<file path="config.mk">
export PLATFORM = sky130hd
export DESIGN_NAME = stat_counter_bank
export DESIGN_NICKNAME = d
export VERILOG_FILES = /design/src/rtl/stat_counter_bank.sv
export SDC_FILE = /design/constraint.sdc
export NUM_CORES = 1
export LEC_CHECK = 0
export CAP_MARGIN = 25
export CORE_MARGIN = 5
export CORE_UTILIZATION = 55
export CTS_CLUSTER_DIAMETER = 60
export CTS_CLUSTER_SIZE = 14
export DETAILED_ROUTE_END_ITERATION = 10
export PLACE_DENSITY = 0.79
export SLEW_MARGIN = 20
export SYNTH_ARGS = -nofsm -noshare
export SYNTH_HDL_FRONTEND = slang
export SYNTH_SLANG_ARGS = --single-unit
</file>
<file path="constraint.sdc">
create_clock -name clk_i -period 3.8 [get_ports clk_i]
set_input_delay 0.76 -clock clk_i [delete_from_list [all_inputs] [get_ports clk_i]]
set_output_delay 0.76 -clock clk_i [all_outputs]
set_load 0.02 [all_outputs]
</file>
<file path="src/rtl/stat_counter_bank.sv">
// Bank of N saturating event counters with a live display tap and a
// byte-serial snapshot dump (A5 header, then each counter MSB byte first).
module stat_counter_bank #(
  parameter int N = 4,
  parameter int W = 16,
  localparam int SW = (N > 1) ? $clog2(N) : 1
) (
  input  logic          clk_i,
  input  logic          resetn_i,
  input  logic [N-1:0]  inc_i,
  input  logic          clr_i,
  input  logic [SW-1:0] sel_i,
  output logic [W-1:0]  disp_o,
  output logic [N-1:0]  sat_o,
  input  logic          dump_req_i,
  output logic          dump_busy_o,
  output logic          out_vld_o,
  input  logic          out_rdy_i,
  output logic [7:0]    out_data_o,
  output logic          out_last_o
);

  localparam int NB    = W / 8;
  localparam int L     = 1 + N * NB;
  localparam int IW    = $clog2(L + 1);
  localparam int SNAPW = N * W;

  typedef enum logic {
    IDLE,
    SEND
  } state_t;

  state_t            state_q, state_d;
  logic [W-1:0]      count_q [N];
  logic [W-1:0]      count_d [N];
  logic [N-1:0]      sat_q, sat_d;
  logic [W-1:0]      disp_q, disp_d;
  logic [SNAPW-1:0]  snap_q, snap_d;
  logic [SNAPW-1:0]  snapIn;
  logic [IW-1:0]     idx_q, idx_d;
  logic [7:0]        data_q, data_d;
  logic              last_q, last_d;
  logic              vld_q, vld_d;
  logic              busy_q, busy_d;

  // clr dominates inc; an increment at all-ones holds the count and flags saturation.
  always_comb begin
    sat_d = sat_q;
    for (int i = 0; i < N; i++) begin
      count_d[i] = count_q[i];
      if (clr_i) begin
        count_d[i] = '0;
        sat_d[i]   = 1'b0;
      end else if (inc_i[i]) begin
        if (&count_q[i]) begin
          sat_d[i] = 1'b1;
        end else begin
          count_d[i] = count_q[i] + W'(1);
        end
      end
    end
  end

  always_comb begin
    disp_d = '0;
    if (int'(sel_i) < N) begin
      disp_d = count_q[sel_i];
    end
  end

  // Channel 0 sits in the top bits so the dump simply shifts the snapshot left.
  always_comb begin
    snapIn = '0;
    for (int i = 0; i < N; i++) begin
      snapIn[(N-1-i)*W +: W] = count_q[i];
    end
  end

  always_comb begin
    state_d = state_q;
    idx_d   = idx_q;
    snap_d  = snap_q;
    data_d  = data_q;
    last_d  = last_q;
    vld_d   = vld_q;
    busy_d  = busy_q;
    case (state_q)
      IDLE: begin
        if (dump_req_i) begin
          state_d = SEND;
          snap_d  = snapIn;
          idx_d   = '0;
          data_d  = 8'hA5;
          last_d  = 1'b0;
          vld_d   = 1'b1;
          busy_d  = 1'b1;
        end
      end
      SEND: begin
        if (vld_q && out_rdy_i) begin
          if (idx_q == IW'(L - 1)) begin
            state_d = IDLE;
            idx_d   = '0;
            data_d  = '0;
            last_d  = 1'b0;
            vld_d   = 1'b0;
            busy_d  = 1'b0;
          end else begin
            idx_d  = idx_q + IW'(1);
            data_d = snap_q[SNAPW-1 -: 8];
            snap_d = snap_q << 8;
            last_d = (idx_q == IW'(L - 2));
          end
        end
      end
      default: begin
        state_d = IDLE;
      end
    endcase
  end

  always_ff @(posedge clk_i) begin
    if (!resetn_i) begin
      state_q <= IDLE;
      for (int i = 0; i < N; i++) begin
        count_q[i] <= '0;
      end
      sat_q  <= '0;
      disp_q <= '0;
      snap_q <= '0;
      idx_q  <= '0;
      data_q <= '0;
      last_q <= 1'b0;
      vld_q  <= 1'b0;
      busy_q <= 1'b0;
    end else begin
      state_q <= state_d;
      for (int i = 0; i < N; i++) begin
        count_q[i] <= count_d[i];
      end
      sat_q  <= sat_d;
      disp_q <= disp_d;
      snap_q <= snap_d;
      idx_q  <= idx_d;
      data_q <= data_d;
      last_q <= last_d;
      vld_q  <= vld_d;
      busy_q <= busy_d;
    end
  end

  assign disp_o      = disp_q;
  assign sat_o       = sat_q;
  assign dump_busy_o = busy_q;
  assign out_vld_o   = vld_q;
  assign out_data_o  = data_q;
  assign out_last_o  = last_q;

endmodule

</file>
==> impl_metrics.toml <==
[critical_path]
crit_path_top_delay_cell = "clkdlybuf4s50_1"
path_max_fanout = 114
start_kind = "input pin"
r2r_setup_slack_ns = 1.60
r2r_cells = 6
setup.worst_path.start = "dump_req_i"
path_class = "in -> reg"
slowest_delay_ns = 0.68
r2r-end = "count_q[2][12]"
crit_chain = "clkdlybuf4s50_1 > nor2b_1 > or2_4 > buf_12 > nand2_1 > o211a_1"
worstReg2RegStart = "count_q[2][1]"
setup.worst_path.end = "snap_q[33]"
crit_path_end_kind = "flop"
cp.arrival_ns = 2.93
crit_required_ns = 4.12

[route]
drt-vias-per-instance = 6.15
first_iter_violations = 740
totalWireLength_mm = 18.6
vias = 6146
drt_first_pass_iters = 7
ant_nets = 0
remaining_drc_errors = 0
drt-wirelength-per-cell_um = 18.6

[floorplanning]
initial_core_util_pct = 56.6
die-height_um = 127
num_io_pins = 42
die-area_um2 = 16200
core-area_um2 = 13300
dieWidth_um = 127
fp-row-count = 42

[global_routing]
grt_pass1_vias = 5846
grt-ovfl-total = 0
antenna_found_initial = 0
grt.total_usage_pct = 23.5
grt_pass1_wl_mm = 30.1
grt_max_degree = 115

[sta]
setup_slack_ns = 1.19
tightestPinTransition_ns = 0.983
fin_setup_tns_ns = 0
rsz0062_at_grt = "no"
drv_slew = 0
max_slew_margin_pct = 34.4
hold_viol = 0
timing.final.setup_violations = 0
fin_crit_sh_pct = 68.6
finalClockSkew_ns = 0.00575
fmax_ghz = 0.384
period_needed_ns = 2.61

[yosys]
synth_warnings = 0
synthTopCellsByArea = "dfxtp_1 43%, mux2i_1 7.7%, o211a_1 7.6%"
syn_area_um2 = 7550
synth-seq-area-share_pct = 43.2
syn_nets = 817
synth_area_leader_cell = "dfxtp_1"
synth.distinct_cells = 52
ys.flop_type = "dfxtp_1"
avgSynthCellArea_um2 = 9.44
ys_async_sr_fraction_pct = 0
syn_inst = 800
synth_edf_count = 0
yosysTopAreaCellShare_pct = 43.2
synth_seq_cells = 163

[final_layout]
layout-drive-gt1-share_pct = 8.01
final_common_cell = "dfxtp_1"
multiInputGateArea_um2 = 4020
fin_nets = 828
fill_cells = 1075
layout.area.seq_um2 = 3270
fin_cells = 1000
syn_to_final_growth_pct = 14.2
layout_common_cells = "162 x dfxtp_1, 90 x nand2_1, 70 x nor2_1, 58 x mux2i_1, 57 x o211a_1"
diodes = 0

[clocking]
cts_buffers = 17
post_cts_resize_count = 0
cts_hold_buffers = 0
cts_max_level = 4
cts_root_buffer = "clkbuf_16"
clock_sinks = 163
clk_pin_slew_ns = 0.06
cts_tree = "yes"
cts_buffer_depth = 2
post_cts_buffers = 0
clk_latency_ns = 0.42

[pwr]
p_leak_nw = 3.65
vdd_drop_max_uv = 336
finalPower_w = 0.00383
p_per_area_nw_per_um2 = 444

[worst_hold_path]
hp-class = "reg -> reg"

[run_status]
status = "completed"

[placed_design]
dp_slack_ns = 0.858
io_buffers = 41
dp.cells = 968
gp_congestion = 0.893
dp_hpwl_mm = 12.7

[run]
maxCapViolations = 0
## per-layer routing
| metal | vias up | routed length, µm | GRT usage, % |
|---|---|---|---|
| met5 | - | 0 | 0 |
| met4 | 0 | 619 | 9.97 |
| li1 | 2916 | - | - |
| met3 | 50 | 1150 | 5.30 |
| met1 | 2959 | 7820 | 29.8 |
| met2 | 221 | 9020 | 38.5 |
## worst min path at each step
stage                     to  cells after the start     startpoint  slack (ns)
2_1_floorplan      snap_q[2]                      2      snap_q[2]        0.43
3_3_place_gp       snap_q[7]                      2      snap_q[7]        0.44
3_5_place_dp       snap_q[5]                      2      snap_q[5]        0.45
4_1_cts            snap_q[7]                      2      snap_q[7]        0.46
5_1_grt        out_data_o[0]                      2  out_data_o[0]        0.48
6_report       out_data_o[0]                      2  out_data_o[0]        0.46
## logic make-up (layout without fill, tap and decap cells)
logic type,count (synthesis),after routing,share of synthesized area (%)
AND/OR/NAND/NOR,311,311,20.3
flip-flops,163,163,43.2
AO/OA/AOI/OAI,147,147,15.2
multiplexers,75,75,12.6
buffers and inverters,64,88,3.66
XOR/XNOR,34,34,3.94
adder cells (fa/ha/maj),6,6,0.994
## stage by stage
stage               area, µm²  util, %  hold WS, ns
finish                   8620     64.6        0.457
detailed placement       8000     60.0        0.449
floorplan                7550        -        0.430
global route             8620     64.6        0.476
global placement         8000     60.0        0.441
CTS                      8620     64.6        0.459
## cell type report
type                            instances  share of cell area (%)
Timing Repair Buffer                   48                    5.46
Inverter                                8                   0.348
Multi-Input combinational cell        573                    46.6
Tap cell                              176                    2.55
Sequential cell                       163                    37.9
Clock buffer                           22                    5.75
Clock inverter                         10                    1.39
## synthesized netlist by cell type, drive strengths merged (6+ instances only)
| library cell | instances |
|---|---|
| o211ai | 7 |
| nor2b | 8 |
| mux2i | 58 |
| mux4 | 16 |
| o211a | 57 |
| nand3 | 41 |
| xor2 | 25 |
| and3 | 12 |
| and4 | 7 |
| dfxtp | 163 |
| a31oi | 7 |
| xnor2 | 9 |
| a21oi | 19 |
| nor2 | 70 |
| o21ai | 25 |
| clkbuf | 34 |
| nand4 | 22 |
| nor3 | 19 |
| ha | 6 |
| a21boi | 11 |
| nand2 | 90 |
| buf | 22 |
| inv | 8 |
| and2 | 20 |
| or3 | 7 |
## state kept, by name (all words and copies together), names as in the netlist
signal and flops:
idx_q 4, snap_q 64, sat_o 4, dump_busy_o 1, out_data_o 8, out_last_o 1, state_q 1, count_q 64
disp_o 16
## where the power goes
part / total, W / internal, W / switching, W
clock network: 0.00176 / 0.00106 / 0.000694
registers: 0.00180 / 0.00176 / 0.0000389
logic: 0.000268 / 0.000114 / 0.000154
## critical path, delay by kind of cell
family	cells	cell delay (ns)
compound gates	1	0.17
buf+inv	2	1.00
simple gates	3	0.88
(Power assumes the default switching activity.)
